$ cat config.mk
export PLATFORM = sky130hd
export DESIGN_NAME = mac_seq_ctrl
export DESIGN_NICKNAME = d
export VERILOG_FILES = /design/src/rtl/mac_seq_ctrl.sv
export SDC_FILE = /design/constraint.sdc
export NUM_CORES = 1
export LEC_CHECK = 0
export BUFFER_PORTS_ARGS = -buffer_cell sky130_fd_sc_hd__buf_4
export CORE_MARGIN = 4
export CORE_UTILIZATION = 46
export CTS_CLUSTER_SIZE = 24
export DETAILED_ROUTE_END_ITERATION = 12
export PLACE_DENSITY_LB_ADDON = 0.05
export SLEW_MARGIN = 20
export SYNTH_ARGS = -nofsm -noshare
export SYNTH_HDL_FRONTEND = slang
export SYNTH_SLANG_ARGS = --single-unit
$ cat constraint.sdc
create_clock -name clk -period 2.4 [get_ports clk]
set_input_delay 0.24 -clock clk [delete_from_list [all_inputs] [get_ports clk]]
set_output_delay 0.24 -clock clk [all_outputs]
set_load 0.005 [all_outputs]
$ cat src/rtl/mac_seq_ctrl.sv
// mac_seq_ctrl -- sequencer for a signed 8x8 multiply-accumulate dot product.
//
// Streams len operand pairs from two buffers (A at base_a, B at base_b),
// gates the returned data into the MAC datapath, waits for the accumulator
// to settle, then captures and presents the result with a valid/ready
// handshake.
//
// Ports:
//   clk, rst          clock; asynchronous active-high reset
//   start, len        run request and number of operand pairs (IDLE only)
//   base_a, base_b    vector start addresses, latched with start
//   rd_en             read strobe to both operand buffers
//   a_addr, b_addr    buffer read addresses (wrap modulo 2^ADDR_W)
//   a_data, b_data    signed buffer read data, one cycle after rd_en
//   mac_a, mac_b      gated operands to the MAC (zero when no data valid)
//   mac_clr_n         active-low synchronous accumulator clear
//   acc_in            MAC accumulator value
//   busy              high whenever not IDLE
//   res_data          captured result, held until the next capture
//   res_valid         result available; res_ready accepts it
module mac_seq_ctrl #(
    parameter int ADDR_W = 8,
    parameter int LEN_W  = 8
) (
    input  logic              clk,
    input  logic              rst,
    input  logic              start,
    input  logic [LEN_W-1:0]  len,
    input  logic [ADDR_W-1:0] base_a,
    input  logic [ADDR_W-1:0] base_b,
    output logic              rd_en,
    output logic [ADDR_W-1:0] a_addr,
    output logic [ADDR_W-1:0] b_addr,
    input  logic [7:0]        a_data,
    input  logic [7:0]        b_data,
    output logic [7:0]        mac_a,
    output logic [7:0]        mac_b,
    output logic              mac_clr_n,
    input  logic [25:0]       acc_in,
    output logic              busy,
    output logic [25:0]       res_data,
    output logic              res_valid,
    input  logic              res_ready
);

    typedef enum logic [2:0] {
        IDLE,
        CLR,
        STREAM,
        DRAIN,
        OUT
    } state_t;

    state_t            r_state;
    logic [LEN_W-1:0]  r_len;
    logic [ADDR_W-1:0] r_base_a;
    logic [ADDR_W-1:0] r_base_b;
    logic [LEN_W-1:0]  r_cnt;      // remaining STREAM cycles minus one
    logic              r_drain;    // second DRAIN cycle flag
    logic              r_rd_en;
    logic              r_vld;      // buffer data valid this cycle
    logic [ADDR_W-1:0] r_a_addr;
    logic [ADDR_W-1:0] r_b_addr;
    logic              r_clr_n;
    logic              r_busy;
    logic [25:0]       r_res_data;
    logic              r_res_valid;

    always_ff @(posedge clk or posedge rst) begin
        if (rst) begin
            r_state     <= IDLE;
            r_len       <= '0;
            r_base_a    <= '0;
            r_base_b    <= '0;
            r_cnt       <= '0;
            r_drain     <= 1'b0;
            r_rd_en     <= 1'b0;
            r_vld       <= 1'b0;
            r_a_addr    <= '0;
            r_b_addr    <= '0;
            r_clr_n     <= 1'b1;
            r_busy      <= 1'b0;
            r_res_data  <= '0;
            r_res_valid <= 1'b0;
        end else begin
            r_vld <= r_rd_en;
            case (r_state)
                IDLE: begin
                    if (start) begin
                        r_state  <= CLR;
                        r_len    <= len;
                        r_base_a <= base_a;
                        r_base_b <= base_b;
                        r_clr_n  <= 1'b0;
                        r_busy   <= 1'b1;
                    end
                end
                CLR: begin
                    r_clr_n <= 1'b1;
                    if (r_len != '0) begin
                        r_state  <= STREAM;
                        r_rd_en  <= 1'b1;
                        r_a_addr <= r_base_a;
                        r_b_addr <= r_base_b;
                        r_cnt    <= r_len - LEN_W'(1);
                    end else begin
                        r_state <= DRAIN;
                        r_drain <= 1'b0;
                    end
                end
                STREAM: begin
                    if (r_cnt == '0) begin
                        r_state <= DRAIN;
                        r_rd_en <= 1'b0;
                        r_drain <= 1'b0;
                    end else begin
                        r_cnt    <= r_cnt - LEN_W'(1);
                        r_a_addr <= r_a_addr + ADDR_W'(1);
                        r_b_addr <= r_b_addr + ADDR_W'(1);
                    end
                end
                DRAIN: begin
                    // First cycle lets the last product accumulate; the
                    // accumulator is final during the second.
                    if (r_drain) begin
                        r_state     <= OUT;
                        r_res_data  <= acc_in;
                        r_res_valid <= 1'b1;
                    end else begin
                        r_drain <= 1'b1;
                    end
                end
                OUT: begin
                    if (res_ready) begin
                        r_state     <= IDLE;
                        r_res_valid <= 1'b0;
                        r_busy      <= 1'b0;
                    end
                end
                default: begin
                    r_state <= IDLE;
                end
            endcase
        end
    end

    assign rd_en     = r_rd_en;
    assign a_addr    = r_a_addr;
    assign b_addr    = r_b_addr;
    assign mac_a     = r_vld ? a_data : '0;
    assign mac_b     = r_vld ? b_data : '0;
    assign mac_clr_n = r_clr_n;
    assign busy      = r_busy;
    assign res_data  = r_res_data;
    assign res_valid = r_res_valid;

endmodule

# ---- Word-level counts from Yosys, hierarchy flattened
# Index checks and enable logic that the tools add are counted.
dict set report totals {
  word_cells 75
  input_bits 70
  out_inout_bits 62
  register_bits 83
}
dict set report op_classes {
  mux 29
  reduce_logical 17
  add_sub_neg 4
  n_eq_ne 11
}
# cell n
set ops {}
lappend ops {{$mux 8} 8}
lappend ops {{$pmux 8 s2} 3}
lappend ops {{$add 8x1->8 const B} 2}
lappend ops {{$sub 8x1->8 const B} 2}
lappend ops {{$pmux 3 s5} 1}
lappend ops {{$reduce_and 3->1} 5}
lappend ops {{$ne 2x2->1 const B} 7}
lappend ops {{$mux 3} 4}
lappend ops {{$logic_not 8->1} 1}
lappend ops {{$mux 1} 8}
lappend ops {{$pmux 1 s2} 4}
lappend ops {{$reduce_bool 2->1} 4}
lappend ops {{$reduce_bool 8->1} 1}
lappend ops {{$eq 3x2->1 const B} 2}
lappend ops {{$reduce_and 2->1} 3}
lappend ops {{$reduce_and 4->1} 1}
lappend ops {{$eq 3x1->1 const B} 1}
lappend ops {{$eq 3x3->1 const B} 1}
lappend ops {{$logic_not 3->1} 1}
lappend ops {{$pmux 1 s3} 1}
lappend ops {{$reduce_bool 3->1} 1}

# ---- Depth between registers and ports, before layout
# Gate-level depths: netlist (run 1).
dict set report depth {
  depth_word 3
  depth_mapped 10
  ltp_nobuf 7
}

# ---- Worst setup path after synthesis (run 1)
# No wires, ideal clock.
dict set report synth_timing {
  path_type {reg2reg}
  from {reg r_state[1]}
  to {reg r_cnt[4]}
  required_time_ns 2.276
  setup_time_ns 0.124
  t_arrival_ns 2.246
  n_path_buf 3
  stages_incl_launch_ff 11
  setup_slack_ns 0.030
  synth_period_minus_slack_ns 2.370
  cell_sequence {dfrtp_1 > or3b_2 > buf_2 > clkbuf_1 > mux2i_1 > ha_1 > clkbuf_1 > nand2_1 > xnor2_1 > o21ai_0 > a21oi_1}
}
dict set report synth_between {
  elab_chain_cells 3
  word_cells_on_any_way 7
  classes_between {eq/ne (4); mux (1); reduce/logical (2)}
}
# item line_no
set synth_rtl {}
lappend synth_rtl {{start: declaration} 54} ;# state_t r_state;
lappend synth_rtl {{start signal: assignment} 71} ;# r_state <= IDLE;
lappend synth_rtl {{start signal: assignment} 90} ;# r_state <= CLR;
lappend synth_rtl {{start signal: assignment} 101} ;# r_state <= STREAM;
lappend synth_rtl {{$eq 3x2->1 or $eq 3x1->1 (tied branches)} 87} ;# case (r_state)
lappend synth_rtl {{$ne 2x2->1 (no line) or $reduce_bool 2->1 (tied branches)} -}
lappend synth_rtl {{$reduce_and 3->1 (no line)} -}
lappend synth_rtl {{end signal: assignment} 105} ;# r_cnt <= r_len - LEN_W'(1);
lappend synth_rtl {{end signal: assignment} 117} ;# r_cnt <= r_cnt - LEN_W'(1);
lappend synth_rtl {{end: declaration} 58} ;# logic [LEN_W-1:0] r_cnt;
# Parallel ways exist; a longest one is shown, timed or not.
# A chain may end at the register's enable or synchronous reset.

# ---- Worst setup path after layout (run 1)
dict set report layout_timing {
  from {reg r_len[3]}
  to {reg r_cnt[2]}
}
dict set report layout_between {
  elab_chain_cells 3
}
# item line_no
set layout_rtl {}
lappend layout_rtl {{start: declaration} 55} ;# logic [LEN_W-1:0] r_len;
lappend layout_rtl {{start signal: assignment} 91} ;# r_len <= len;
lappend layout_rtl {{$reduce_bool 8->1} 100} ;# if (r_len != '0) begin
lappend layout_rtl {{$ne 2x2->1 (no line)} -}
lappend layout_rtl {{$reduce_and 3->1 (no line)} -}
# No other way between the ends.

==> impl_results.md, run 1 <==
- CP startpoint kind: flip-flop
- Cts bufs inserted: 9
- Drt via density: 5.336
- Remaining antenna violation count after routing: 0
- Pin count of the biggest net entering global routing: 42
- Via total after detailed routing: 3,276
- First drt pass iteration count: 4
- Drt initial violations: 103
- Outcome: completed
- TritonCTS clock tree: yes
- Period utilization: 92.18%
- Area growth, synth to finish: 34.19%
- Register bit count reported by yosys: 83
- Vias in the first global route: 3,171
- Final Hold Viols: 0
- Clock share of power: 14.3%
- Cells after synthesis: 365
- Mux cell area share after synthesis: 15.88%
- Switching part of the total: 38.68%
- I/O Pins: 132
- Number of H-tree levels: 3
- Clk_skew: 0.01310 ns
- Antenna cells: 0
- Top post-synthesis cells by area: dfrtp_1 (52%), mux2_2 (14%), a21oi_1 (5.1%)
- Reg clk slew, reported paths: 0.10 ns
- Unique cell type count in the Yosys netlist: 45
- Tightest Pin Transition: 0.6322 ns
- Synthesized-area fraction occupied by adder cells: 0.9488%
- Leakage: 0.002401 uW
- Placed instance count: 597
- Die height: 100.7 um
- Clock Path Buffers: 2
- Critical setup path kind: reg2reg
- Row count: 33
- Count of non-filler cells in the finished layout: 614
- GRT Total Usage: 18.50%
- EDFF count, synth: 0
- Die area: 10,150 um^2
- Leading area contributor after synthesis: dfrtp_1
- Core area: 8299 um^2
- CTS sink count: 83
- Psw: 2835 uW
- Arrival time worst endpoint: 2.47 ns
- Int Pwr: 4495 uW
- WL/cell: 15.38 um
- Fill cells: 690
- Reg power frac: 37.4%
- RSZ-0062 raised after global routing: false
- Final net count: 577
- Pwr/cell area: 1381 nW/um^2
- Synth Area in Compound Gates: 13.44%
- Clk_lat worst skew: 0.36 ns
- Peak fanout along the critical path: 11
- Most common library cell in the layout ignoring fill and taps: buf_4
- Post-synthesis sequential area ratio: 52.53%
- Synth Area per Inst: 10.84 um^2
- WL final: 9446 um
- Setup_tns: 0 ns
- Top FF cell, synth: dfrtp_1
- First-pass GRT wire length: 14,960 um
- Asr flop ratio synth: 100.0%
- DRC viols: 0
- Minimum clock period: 2.212 ns
- Fin util: 63.97%
- Max Clk Rate: 452.0 MHz
- Global route total overflow: 0
- Crit end category: flip-flop
- Placer Congestion: 0.8236
- Worst EP required: 2.66 ns
- Share of cells above drive strength 1: 44.99%
- Largest family of logic cells by synthesized area: multiplexers
- Syn Std Cell Area: 3956 um^2
- Final Setup Violations: 0
- Synth warnings: 0
- CTS Root Cell: clkbuf_8
- Max-Cap Viols: 0
- Max VDD drop: 0.6541 mV
- Initial Util: 47.67%
- DP HPWL: 6958 um
- Most frequent cells in the layout: buf_4 (146), dfrtp_1 (82), mux2_2 (50)
- Worst slew margin: 57.26%
- Max Slew Vio Count: 0
- Combinational share of power: 48.3%
- Die width: 100.7 um
- Input/output buffers: 131
- Post-Synth XOR/XNOR Area: 0.4428%
- Power Total: 7330 uW
- Simple-Gate Fraction of Synth Area: 13.85%
- Net Count, Synth: 438
- Worst min-delay path class: in2reg
- Initial antenna violation count: 0
- Post-synth top area share: 51.87%
logic make-up (layout without fill, tap and decap cells):
logic type      count (synthesis)  after routing
simple gates                  112            112
compound gates                 86             86
flops                          83             83
mux                            56             56
buf+inv                        23            167
fa+ha+maj                       3              3
xor+xnor                        2              2
power by group through the flow:
stage                     combinational, uW  sequential, uW  clock, uW
final                                  3540            2740       1050
after global routing                   3950            2850       1140
after CTS                              3580            2740       1080
after detailed placement               3560            2770          0
after global placement                 3470            2740          0
after floorplan                        2310            2640          0
cell type report:
class                   count  area (um^2)  share of cell area [%]
flip-flops and latches     83         2078                   39.15
well taps                 105        131.4                   2.475
inverters                   4        16.27                  0.3064
clock buffers               9        123.9                   2.333
multi-input cells         259         1770                   33.35
repair buffers            147         1106                   20.83
clock inverters             7        82.58                   1.556
repair_timing:
item                       4_1_cts  5_1_grt
setup endpoints to repair        0        0
hold endpoints to repair        34        0
hold buffers                     1        0
resized for setup                0        0
buffers inserted                 0        0
synthesized netlist by cell type (2+ instances only):
master / number
nand3_1: 16
nand2_1: 39
buf_6: 3
a32oi_1: 2
ha_1: 3
clkbuf_1: 10
mux2_2: 50
or4_1: 2
a21oi_1: 40
and2_1: 16
or2_2: 2
o22ai_1: 5
nor2_1: 18
dfrtp_1: 82
nor3_1: 7
a31oi_1: 2
o21ai_0: 24
a221oi_2: 2
o32ai_1: 2
buf_2: 5
mux2i_1: 5
a211oi_1: 2
nor4_1: 2
inv_1: 4
nand4_1: 2
worst max-delay path, cell delays in order, from the launching register on:
cell,delay (ns)
dfrtp_1,0.44
or4_4,0.59
o311ai_4,0.41
o21a_4,0.28
a21oi_1,0.11
a221oi_2,0.30
registers in the layout, indices dropped and copies added, names as in the netlist, 3 cells and up:
signal	flops
r_base_b	8
r_base_a	8
res_data	26
r_len	8
b_addr	8
r_cnt	8
r_state	3
a_addr	8
final timing paths:
| check | start | end | slack, ns | cells after the start |
|---|---|---|---|---|
| min reg2reg | rd_en$_DFFE_PP0P_ | r_vld$_DFF_PP0_ | 0.44 | 0 |
| max in group asynchronous | rst | mac_clr_n$_DFFE_PP1P_ | 1.17 | 4 |
| max reg2reg | r_len[3]$_DFFE_PP0P_ | r_cnt[2]$_DFFE_PP0P_ | 0.19 | 5 |
| max | r_len[3]$_DFFE_PP0P_ | r_cnt[2]$_DFFE_PP0P_ | 0.19 | 5 |
| min | acc_in[17] | res_data[17]$_DFFE_PP0P_ | 0.11 | 2 |
| min in group asynchronous | rst | res_data[25]$_DFFE_PP0P_ | 0.49 | 3 |
per-stage QoR:
step / hold slack [ns] / worst slack [ns] / instance area [um^2]
after floorplan: 0.3716 / 0.02486 / 3956
after global placement: 0.3554 / 0.2916 / 5092
after detailed placement: 0.3540 / 0.2000 / 5092
after CTS: 0.08999 / 0.1948 / 5309
after global routing: 0.08798 / 0.04345 / 5309
final: 0.1061 / 0.1877 / 5309
routing by layer:
metal	global-route usage [%]	up-vias	routed length, um
met2	29.77	117	4581
met3	6.021	12	799
met1	24.06	1556	3970
met5	0	-	0
met4	4.974	0	95
li1	-	1591	-
Note: power is estimated with default switching activity, not from simulation.
==> inputs of run 2 (changes only) <==
ABC_AREA = 1   (was unset)
TNS_END_PERCENT = 100   (was unset)
==> impl_results.md, run 2 <==
- Final Setup Violations: 0 (unchanged)
- Leading area contributor after synthesis: dfrtp_1
- TritonCTS clock tree: yes
- Synth Area per Inst: 8.562 um^2 (-21%)
- Post-CTS setup buffers: 0 (unchanged)
- Asr flop ratio synth: 100.0% (unchanged)
- Area growth, synth to finish: 32.30%
- Pwr/cell area: 1366 nW/um^2 (-1.1%)
- Cts bufs inserted: 9 (unchanged)
- Antenna cells: 0 (unchanged)
- Via total after detailed routing: 3,485 (+6.4%)
- Initial antenna violation count: 0 (unchanged)
- Clk_skew: 0.008304 ns (-0.004795 ns)
- Post-synthesis sequential area ratio: 52.09% (-0.44 points)
- Reg clk slew, reported paths: 0.08 ns (-0.02 ns)
- Cts hold-fix bufs: 1 (unchanged)
- DP HPWL: 6836 um (-1.8%)
- Minimum clock period: 1.914 ns (-0.2983 ns)
- Crit end category: flip-flop
- Global route total overflow: 0 (unchanged)
- Fill cells: 768 (+11%)
- Sequential cell area: 2078 um^2 (unchanged)
- Core area: 8341 um^2 (+0.50%)
- Top post-synthesis cells by area: dfrtp_1 (51%), nand2_1 (15%), mux2_1 (5.1%)
- Max Slew Vio Count: 0 (unchanged)
- Placed instance count: 692 (+16%)
- Register bit count reported by yosys: 83 (unchanged)
- Clk_lat worst skew: 0.35 ns (about the same)
- Leakage: 0.002763 uW (+15%)
- WL/cell: 12.93 um (-16%)
- Post-synth top area share: 51.43% (-0.44 points)
- Share of cells above drive strength 1: 30.85% (-14 points)
- Cell with the most instances after synthesis: nand2_1
- Tightest Pin Transition: 0.4344 ns (-0.1978 ns)
- Vias in the first global route: 3,517 (+11%)
- GRT Total Usage: 18.44% (-0.061 points)
- Die area: 10,230 um^2 (+0.79%)
- Worst slew margin: 70.94% (+14 points)
- I/O Pins: 132 (unchanged)
- Top FF cell, synth: dfrtp_1
- CTS resizes: 0 (unchanged)
- Worst EP required: 2.63 ns (-0.03 ns)
- Drt via density: 4.922 (-7.7%)
- CP startpoint kind: flip-flop
- Synth warnings: 0 (unchanged)
- RSZ-0062 raised after global routing: false
- Period utilization: 79.75% (-12 points)
- Die height: 101.1 um (+0.39%)
- Row count: 33 (unchanged)
- Placer Congestion: 0.8822 (+7.1%)
- Cells after synthesis: 466 (+28%)
- Max VDD drop: 0.6190 mV (-5.4%)
- Arrival time worst endpoint: 2.15 ns (-0.32 ns)
- Clock Path Buffers: 2 (unchanged)
- Die width: 101.1 um (+0.39%)
- Worst min-delay path class: in2reg
- Final net count: 672 (+16%)
- Most common library cell in the layout ignoring fill and taps: nand2_1
- Drt initial violations: 104 (+0.97%)
- Max FFs per register: 26 (unchanged)
- Setup_tns: 0 ns (unchanged)
- Syn Std Cell Area: 3990 um^2 (+0.85%)
- Most frequent cells in the layout: nand2_1 (160), buf_4 (138), dfrtp_1 (82)
- Input/output buffers: 131 (unchanged)
- Peak fanout along the critical path: 33 (+22)
- CTS Root Cell: clkbuf_8
- Count of non-filler cells in the finished layout: 708 (+15%)
- Max Clk Rate: 522.5 MHz (+16%)
- Initial Util: 47.84% (+0.17 points)
- First drt pass iteration count: 4 (unchanged)
- Critical setup path kind: reg2reg
- Remaining antenna violation count after routing: 0 (unchanged)
- Max-Cap Viols: 0 (unchanged)
- DRC viols: 0 (unchanged)
- WL final: 9154 um (-3.1%)
- Pin count of the biggest net entering global routing: 44 (+4.8%)
- CTS sink count: 83 (unchanged)
- Final Hold Viols: 0 (unchanged)
- Outcome: completed
- Synth top cells by count: nand2_1 (160), dfrtp_1 (82), inv_1 (47)
- Multi-input logic area: 1615 um^2 (-8.8%)
- First-pass GRT wire length: 15,220 um (+1.8%)
- Net Count, Synth: 539 (+23%)
- Number of H-tree levels: 3 (unchanged)
- Unique cell type count in the Yosys netlist: 35 (-22%)
- EDFF count, synth: 0 (unchanged)
-- run 2: cell types whose count changed in the layout (fill, tap and decap cells not counted), moves of 4 or more --
cell | previous run | this run
nand2_1 | 39 | 160
mux2_2 | 50 | 8
inv_1 | 3 | 46
nand3_1 | 16 | 21
nor3_1 | 6 | 2
a21oi_1 | 40 | 15
mux2i_1 | 5 | 0
and2_1 | 16 | 0
nand2_2 | 0 | 4
inv_2 | 0 | 7
buf_4 | 146 | 138
mux2_1 | 0 | 18
nand4_1 | 2 | 6
-- run 2: where the power goes --
| group | internal, uW | leakage (uW) | switching, uW |
|---|---|---|---|
| clock network | 476 | 0.0000816 | 482 |
| logic | 1650 | 0.00170 | 1980 |
| registers | 2130 | 0.000980 | 500 |
-- run 2: final cells by class --
type	instances	share of cell area, %
sequential	83	39.37
multi-input combinational	311	30.60
tap	105	2.489
timing repair buffer	140	20.19
inverter	54	3.863
clock buffer	11	2.489
clock inverter	4	0.9955
-- run 2: critical path, stage by stage, from the launching register on --
cell and delay (ns):
dfrtp_1 0.46, inv_2 0.12, nand2_1 0.09, nor2_4 0.13, buf_4 0.31, nand2_1 0.08, nand2_1 0.14, nand2_1 0.06
nor2_1 0.13, nand3_1 0.09, nand3_1 0.10, nand2_1 0.07
-- run 2: path summary, 6_finish.rpt --
kind / cells past startpoint / start / slack, ns / endpoint
min: 3 / base_b[3] / 0.08 / r_base_b[3]$_DFFE_PP0P_
max in group asynchronous: 4 / rst / 1.35 / mac_clr_n$_DFFE_PP1P_
min reg2reg: 0 / rd_en$_DFFE_PP0P_ / 0.47 / r_vld$_DFF_PP0_
max: 11 / r_state[2]$_DFFE_PP0P_ / 0.49 / r_cnt[7]$_DFFE_PP0P_
max reg2reg: 11 / r_state[2]$_DFFE_PP0P_ / 0.49 / r_cnt[7]$_DFFE_PP0P_
min in group asynchronous: 3 / rst / 0.39 / res_data[23]$_DFFE_PP0P_
-- run 2: metal layers --
layer | wire [um] | global-route usage [%] | vias up
met1 | 3871 | 21.78 | 1605
met2 | 4316 | 31.34 | 126
met3 | 867 | 6.818 | 9
met5 | 0 | 0 | -
met4 | 99 | 5.726 | 0
li1 | - | - | 1745
-- run 2: cells by family after synthesis --
family                     count (synthesis)  synth area share (%)
xor gates and xnor gates                   1                0.2195
AOI/OAI and AO/OA                         61                 8.560
adders and majority gates                  3                0.9408
DFF                                       83                 52.09
buffers and inverters                     72                 7.432
and+or+nand+nor                          220                 23.42
muxes                                     26                 7.338
-- run 2: metrics by stage --
step | util [%] | instance area, um^2 | hold WS [ns] | total power, uW | setup slack, ns
4_1_cts | 63.29 | 5279 | 0.06452 | 7303 | 0.4625
3_3_place_gp | 60.97 | 5085 | 0.2133 | 6208 | 0.5819
3_5_place_dp | 60.97 | 5085 | 0.2137 | 6316 | 0.4960
5_1_grt | 63.29 | 5279 | 0.07905 | 7927 | 0.2525
6_report | 63.29 | 5279 | 0.08115 | 7211 | 0.4860
2_1_floorplan | - | 3990 | 0.3566 | 4948 | 0.02486
